File: config.mk
export PLATFORM = sky130hd
export DESIGN_NAME = bor_input_conditioner
export DESIGN_NICKNAME = d
export VERILOG_FILES = /design/src/rtl/bor_pkg.sv /design/src/rtl/bor_debounce_chan.sv /design/src/rtl/bor_input_conditioner.sv
export SDC_FILE = /design/constraint.sdc
export NUM_CORES = 1
export LEC_CHECK = 0
export ABC_AREA = 1
export CORE_AREA = 2 2 69 71
export CTS_CLUSTER_DIAMETER = 80
export DETAILED_ROUTE_END_ITERATION = 6
export DIE_AREA = 0 0 71 73
export HOLD_SLACK_MARGIN = 0.08
export PLACE_DENSITY_LB_ADDON = 0.1
export SKIP_LAST_GASP = 1
export SLEW_MARGIN = 10
export SYNTH_ARGS = -nofsm -noshare
export SYNTH_HDL_FRONTEND = slang
export SYNTH_HIERARCHICAL = 1
export SYNTH_SLANG_ARGS = --single-unit
File: constraint.sdc
create_clock -name clk -period 1.8 [get_ports clk]
set_input_delay 0.36 -clock clk [delete_from_list [all_inputs] [get_ports clk]]
set_output_delay 0.36 -clock clk [all_outputs]
set_load 0.02 [all_outputs]
File: src/rtl/bor_pkg.sv
// Shared types and default constants for the OR-gate input conditioner.
// Also holds the helper that maps a debounce state to its clean output level.
package bor_pkg;

  typedef enum logic [1:0] {
    STABLE_LOW  = 2'd0,
    WAIT_HIGH   = 2'd1,
    STABLE_HIGH = 2'd2,
    WAIT_LOW    = 2'd3
  } bor_state_e;

  localparam int BOR_SYNC_STAGES     = 2;
  localparam int BOR_DEBOUNCE_CYCLES = 50000;
  localparam int BOR_CNT_W           = 16;

  // A channel reads high while settled high or while qualifying a drop.
  function automatic logic bor_level(input bor_state_e st);
    logic lvl;
    case (st)
      STABLE_HIGH: lvl = 1'b1;
      WAIT_LOW:    lvl = 1'b1;
      default:     lvl = 1'b0;
    endcase
    return lvl;
  endfunction

endpackage

File: src/rtl/bor_debounce_chan.sv
// One conditioning channel: synchroniser chain, stability counter and FSM.
// All outputs are registered next-state decodes, so raw never reaches them combinationally.
module bor_debounce_chan
  import bor_pkg::*;
#(
  parameter int SYNC_STAGES     = BOR_SYNC_STAGES,
  parameter int DEBOUNCE_CYCLES = BOR_DEBOUNCE_CYCLES,
  parameter int CNT_W           = BOR_CNT_W
) (
  input  logic clk,
  input  logic rst_n,
  input  logic raw,
  output logic clean,
  output logic rise,
  output logic fall
);

  localparam logic [CNT_W-1:0] CNT_LAST = CNT_W'(DEBOUNCE_CYCLES - 1);
  localparam logic [CNT_W-1:0] CNT_ONE  = CNT_W'(1);
  localparam logic [CNT_W-1:0] CNT_ZERO = CNT_W'(0);

  logic [SYNC_STAGES-1:0] sync_r;
  logic                   sync_s;
  bor_state_e             state_r;
  bor_state_e             state_nxt_s;
  logic [CNT_W-1:0]       cnt_r;
  logic [CNT_W-1:0]       cnt_nxt_s;
  logic                   clean_r;
  logic                   rise_r;
  logic                   fall_r;
  logic                   clean_nxt_s;
  logic                   rise_nxt_s;
  logic                   fall_nxt_s;

  assign sync_s = sync_r[SYNC_STAGES-1];

  // Synchroniser chain bringing raw into the clk domain.
  always_ff @(posedge clk or negedge rst_n) begin
    if (!rst_n) begin
      sync_r <= {SYNC_STAGES{1'b0}};
    end else begin
      sync_r <= {sync_r[SYNC_STAGES-2:0], raw};
    end
  end

  // State, counter and output registers.
  always_ff @(posedge clk or negedge rst_n) begin
    if (!rst_n) begin
      state_r <= STABLE_LOW;
      cnt_r   <= CNT_ZERO;
      clean_r <= 1'b0;
      rise_r  <= 1'b0;
      fall_r  <= 1'b0;
    end else begin
      state_r <= state_nxt_s;
      cnt_r   <= cnt_nxt_s;
      clean_r <= clean_nxt_s;
      rise_r  <= rise_nxt_s;
      fall_r  <= fall_nxt_s;
    end
  end

  // Next-state and counter logic; the counter stops at CNT_LAST so it never wraps.
  always_comb begin
    state_nxt_s = state_r;
    cnt_nxt_s   = cnt_r;
    case (state_r)
      STABLE_LOW: begin
        if (sync_s) begin
          state_nxt_s = WAIT_HIGH;
          cnt_nxt_s   = CNT_ZERO;
        end else begin
          state_nxt_s = STABLE_LOW;
        end
      end
      WAIT_HIGH: begin
        if (!sync_s) begin
          state_nxt_s = STABLE_LOW;
        end else if (cnt_r == CNT_LAST) begin
          state_nxt_s = STABLE_HIGH;
        end else begin
          cnt_nxt_s = cnt_r + CNT_ONE;
        end
      end
      STABLE_HIGH: begin
        if (!sync_s) begin
          state_nxt_s = WAIT_LOW;
          cnt_nxt_s   = CNT_ZERO;
        end else begin
          state_nxt_s = STABLE_HIGH;
        end
      end
      WAIT_LOW: begin
        if (sync_s) begin
          state_nxt_s = STABLE_HIGH;
        end else if (cnt_r == CNT_LAST) begin
          state_nxt_s = STABLE_LOW;
        end else begin
          cnt_nxt_s = cnt_r + CNT_ONE;
        end
      end
      default: begin
        state_nxt_s = STABLE_LOW;
        cnt_nxt_s   = CNT_ZERO;
      end
    endcase
  end

  // Output decode: pulses come only from the qualifying WAIT->STABLE transitions.
  always_comb begin
    rise_nxt_s  = 1'b0;
    fall_nxt_s  = 1'b0;
    clean_nxt_s = bor_level(state_nxt_s);
    case (state_r)
      WAIT_HIGH: begin
        if (state_nxt_s == STABLE_HIGH) begin
          rise_nxt_s = 1'b1;
        end else begin
          rise_nxt_s = 1'b0;
        end
      end
      WAIT_LOW: begin
        if (state_nxt_s == STABLE_LOW) begin
          fall_nxt_s = 1'b1;
        end else begin
          fall_nxt_s = 1'b0;
        end
      end
      default: begin
        rise_nxt_s = 1'b0;
        fall_nxt_s = 1'b0;
      end
    endcase
  end

  assign clean = clean_r;
  assign rise  = rise_r;
  assign fall  = fall_r;

endmodule

File: src/rtl/bor_input_conditioner.sv
// Two independent debounce channels producing the clean a/b levels for the OR gate,
// plus per-channel rise/fall event pulses.
module bor_input_conditioner
  import bor_pkg::*;
#(
  parameter int SYNC_STAGES     = BOR_SYNC_STAGES,
  parameter int DEBOUNCE_CYCLES = BOR_DEBOUNCE_CYCLES,
  parameter int CNT_W           = BOR_CNT_W
) (
  input  logic clk,
  input  logic rst_n,
  input  logic a_raw,
  input  logic b_raw,
  output logic a_clean,
  output logic b_clean,
  output logic a_rise,
  output logic a_fall,
  output logic b_rise,
  output logic b_fall
);

  bor_debounce_chan #(
    .SYNC_STAGES    (SYNC_STAGES),
    .DEBOUNCE_CYCLES(DEBOUNCE_CYCLES),
    .CNT_W          (CNT_W)
  ) u_chan_a (
    .clk  (clk),
    .rst_n(rst_n),
    .raw  (a_raw),
    .clean(a_clean),
    .rise (a_rise),
    .fall (a_fall)
  );

  bor_debounce_chan #(
    .SYNC_STAGES    (SYNC_STAGES),
    .DEBOUNCE_CYCLES(DEBOUNCE_CYCLES),
    .CNT_W          (CNT_W)
  ) u_chan_b (
    .clk  (clk),
    .rst_n(rst_n),
    .raw  (b_raw),
    .clean(b_clean),
    .rise (b_rise),
    .fall (b_fall)
  );

endmodule

==> impl_summary.md <==
Power and ir drop
After layout, the design draws a total of 1901 uW. The total power per unit cell area is between 600 and 700 nW/um^2. The worst voltage drop across the vdd grid is approximately 0.54 mV. The cell leakage power is roughly 0.0012 uW.

Route
The detailed-router iteration count before antenna repair is 4. The detail route stage leaves a number of antenna-violating nets equal to 0. In the final routed layout, each cell accounts on average for approximately 12 um. The total detailed-routing wirelength is between 5 and 6 mm. The via count normalized by instance count is 5.402.

For this run, design rule violations remaining after detail routing come to 0. The first routing iteration left between 150 and 200 violations. Summing over every cut layer, the via total after detailed routing is around 2,400.

STA
The final worst clock skew is approximately 0.010 ns. For the pin with the worst max-slew slack, the measured transition is 0.5424 ns. The worst relative slew slack is 0.6384. The clock period minus worst slack is ~1.7 ns. The final setup violation count is 0. The post-route fraction of the period consumed by the critical path is 0.9262. The post-route worst setup slack is ~0.13 ns. The maximum clock rate is roughly 0.60 GHz. Setup repair after global routing left no endpoint under its margin. The number of pins with negative max-slew slack in the final report is 0. The post-route setup TNS is 0 ns.

The number of hold-slack violations in the final timing report is 0.

Clocking
The longest clock path from root to sink contains 2 buffers. The clock-pin slew of the registers on the worst-case setup and hold paths is around 0.090 ns. The clock net in this run drives a total of between 40 and 50 sinks. The root buffer cell is clkbuf_8.

The post-CTS setup repair buffer count is 0. The hold buffer count at cts is 0. The number of clock buffers inserted by TritonCTS is 5.

The quantity of gates resized following cts is 0. The H-tree was split into 2 levels. The later pin in the worst-skew pair is clocked with a latency of 0.30 ns. TritonCTS built the clock tree.

Synthesis
In this run the cell area of the synthesized design comes to roughly 2600 um^2. The sequential-to-total area share from yosys stat is 0.4227. Of all cell types, the one taking the most synthesized area is dfrtp_1. The most repeated cell in the gate-level netlist after synthesis is nand2_1. After synthesis, the share of flip-flops with an asynchronous set or reset is 1.000. During synthesis, Yosys emitted a total of 6 warnings. Counting flops and latches in the post-synthesis netlist gives 44. The post-synthesis area per instance is ~7.2 um^2. The number of nets in the synthesized netlist is between 300 and 400. Of the post-synthesis cell area, the dominant cell type holds 0.4227. Of the total synthesized cell area, the portion taken by full adders, half adders and majority gates is 0.009606. By area, the combinational part of the netlist is dominated by simple AND/OR/NAND/NOR gates. The synthesized design contains 0 enable-type register cells. The count of unique library cells instantiated by Yosys is 23. The share of cell area taken by muxes after synthesis is 0. In the synthesized netlist, the number of instances is approximately 360.

The fraction of the mapped netlist area in compound gates is 0.07109. Ranked by instance count, the synthesized netlist is headed by nand2_1, nor2_1, dfrtp_1. The xor and xnor area share after synthesis is 0.02017. The basic-gate share of the synthesized area counting and, or, nand and nor cells is 0.3958. The most used flip-flop cell after synthesis is dfrtp_1. In the post-synthesis netlist, the biggest area contributors are dfrtp_1, nand2_1, nor2_1.

Worst setup path
The required arrival time at the worst endpoint is 1.44 ns. The kind of cell with the highest combined delay on the critical path is buffers and inverters. The data arrival time of the critical path is about 1.3 ns. The critical path is of the reg -> out type. The category of the worst setup path capture point is an output port. The critical path's largest stage delay is 0.62 ns.

The buffering stage count on the worst path with inverters included is 1. The kind of start point of the critical path is a register. The critical path's slowest cell is clkdlybuf4s50_1. The critical path goes through clkdlybuf4s50_1.

Of all nets on the critical path, the largest fanout is 4.

Floorplanning
The height of the die is between 70 and 80 um. The number of ports placed on the die boundary is 10. The area enclosed by the die boundary is around 5200 um^2.

For this configuration, the core starts out at a cell density of 0.5743. The core region is 4536 um^2. After floorplanning, the core was divided into 25 placement rows.

From left edge to right edge, the die measures between 70 and 80 um.

Run status
The flow ran to the end, and the final reports show no timing, DRC or antenna violations.

Run
The number of max-capacitance violations reported is 0.

Cells and area
The synthesis-to-finish area growth is 9.943%. The number of nets in the layout is ~390. 0 antenna diodes ended up in the layout. The cell area after layout is between 2000 and 3000 um^2.

The fraction of layout cells with a size suffix above 1 is 0.09711. The filler cell count is roughly 410.

Placed design
The final weighted congestion of routability-driven global placement is between 0.8 and 0.9. Summing all placed instances gives a cell area of approximately 2700 um^2. Prior to clock tree synthesis, the placed netlist has a worst setup slack of approximately 0.089 ns. The HPWL reported at the end of detailed placement is slightly below 4 mm.

The count of buffers added on input and output ports is 9.

Global routing
The sum of overflow across all layers after global routing is 0. The number of antenna violations at the first check in global routing is 0. The global-route wire length before repair is between 9 and 10 mm. For this run, the total global-route usage over all layers was measured as 0.2266.

The via count of the first global-routing pass is about 2,000. Entering global routing, the biggest net connects 45 pins.

Min path
The worst min-delay path class is in -> async.
-- layer usage --
metal  global-route usage  vias up  routed length (um)
met1               0.3360     1100                2796
met5                    0        -                   0
met3              0.04696        5                 235
met4              0.06709        0                  49
met2               0.3354       48                2298
li1                     -     1197                   -
-- flip-flops by register name, indices dropped and copies added (netlist names) --
name and flops:
u_chan_b/cnt_r 16, u_chan_a/sync_r 2, u_chan_b/fall 1, u_chan_a/fall 1, u_chan_b/state_r 1, u_chan_b/sync_r 2
u_chan_a/clean 1, u_chan_b/clean 1, u_chan_b/rise 1, u_chan_a/rise 1, u_chan_a/cnt_r 16, u_chan_a/state_r 1
-- cell usage in the layout, fill, tap and decap left out, types with 5 or more instances in the layout --
cell	instances
nand2_1	108
inv_1	36
nand4_1	12
nor2_1	56
nor2_2	8
nor3_1	10
clkdlybuf4s50_1	8
dfrtp_1	44
nand3_1	32
clkbuf_8	5
buf_4	8
o21ai_0	16
-- final timing paths --
path,from,to,slack (ns),cells after the start
max,u_chan_a/clean$_DFF_PN0_,a_clean,0.13,1
min reg2reg,u_chan_a/sync_r[0]$_DFF_PN0_,u_chan_a/sync_r[1]$_DFF_PN0_,0.35,0
max in group asynchronous,rst_n,u_chan_a/cnt_r[8]$_DFFE_PN0P_,1.30,2
min,rst_n,u_chan_b/clean$_DFF_PN0_,0.13,2
min in group clk,u_chan_a/sync_r[0]$_DFF_PN0_,u_chan_a/sync_r[1]$_DFF_PN0_,0.35,0
max reg2reg,u_chan_a/cnt_r[0]$_DFFE_PN0P_,u_chan_a/cnt_r[3]$_DFFE_PN0P_,0.17,9
-- through the flow --
stage	utilization	std cells	hold slack, ns
4_1_cts	0.6292	435	0.1472
6_report	0.6314	435	0.1302
3_5_place_dp	0.6047	427	0.3412
3_3_place_gp	0.6047	427	0.3437
5_1_grt	0.6314	435	0.1899
2_1_floorplan	-	364	0.06441
-- report_power, final --
part	internal [uW]	total (uW)	leakage, uW	switching [uW]
clock	411	750	0.0000541	339
combinational	38.1	121	0.000573	82.5
sequential	1010	1030	0.000597	20.6
total	1460	1900	0.00122	442
-- cells by family after synthesis --
logic type,Yosys count
AO/OA/AOI/OAI,32
XOR/XNOR,6
adder cells (fa/ha/maj),2
buffers and inverters,44
flip-flops,44
AND/OR/NAND/NOR,236
-- worst reg2reg max path: stages, from the launching register on --
cell and delay (ns):
dfrtp_1 0.40, ha_1 0.22, nand2_1 0.13, nor2_4 0.19
nand2_1 0.07, nor2_1 0.16, nor2_2 0.06, buf_4 0.17
nand2_1 0.08, o21ai_1 0.06
-- area by class of cell --
cell class / count / area (um^2) / area share
multi-input cells: 276 / 1304 / 0.4552
flip-flops and latches: 44 / 1101 / 0.3844
repair buffers: 17 / 145.1 / 0.05068
inverters: 36 / 135.1 / 0.04718
clock buffers: 5 / 68.82 / 0.02403
well taps: 54 / 67.56 / 0.02359
clock inverters: 3 / 42.54 / 0.01485
(Power assumes the default switching activity.)
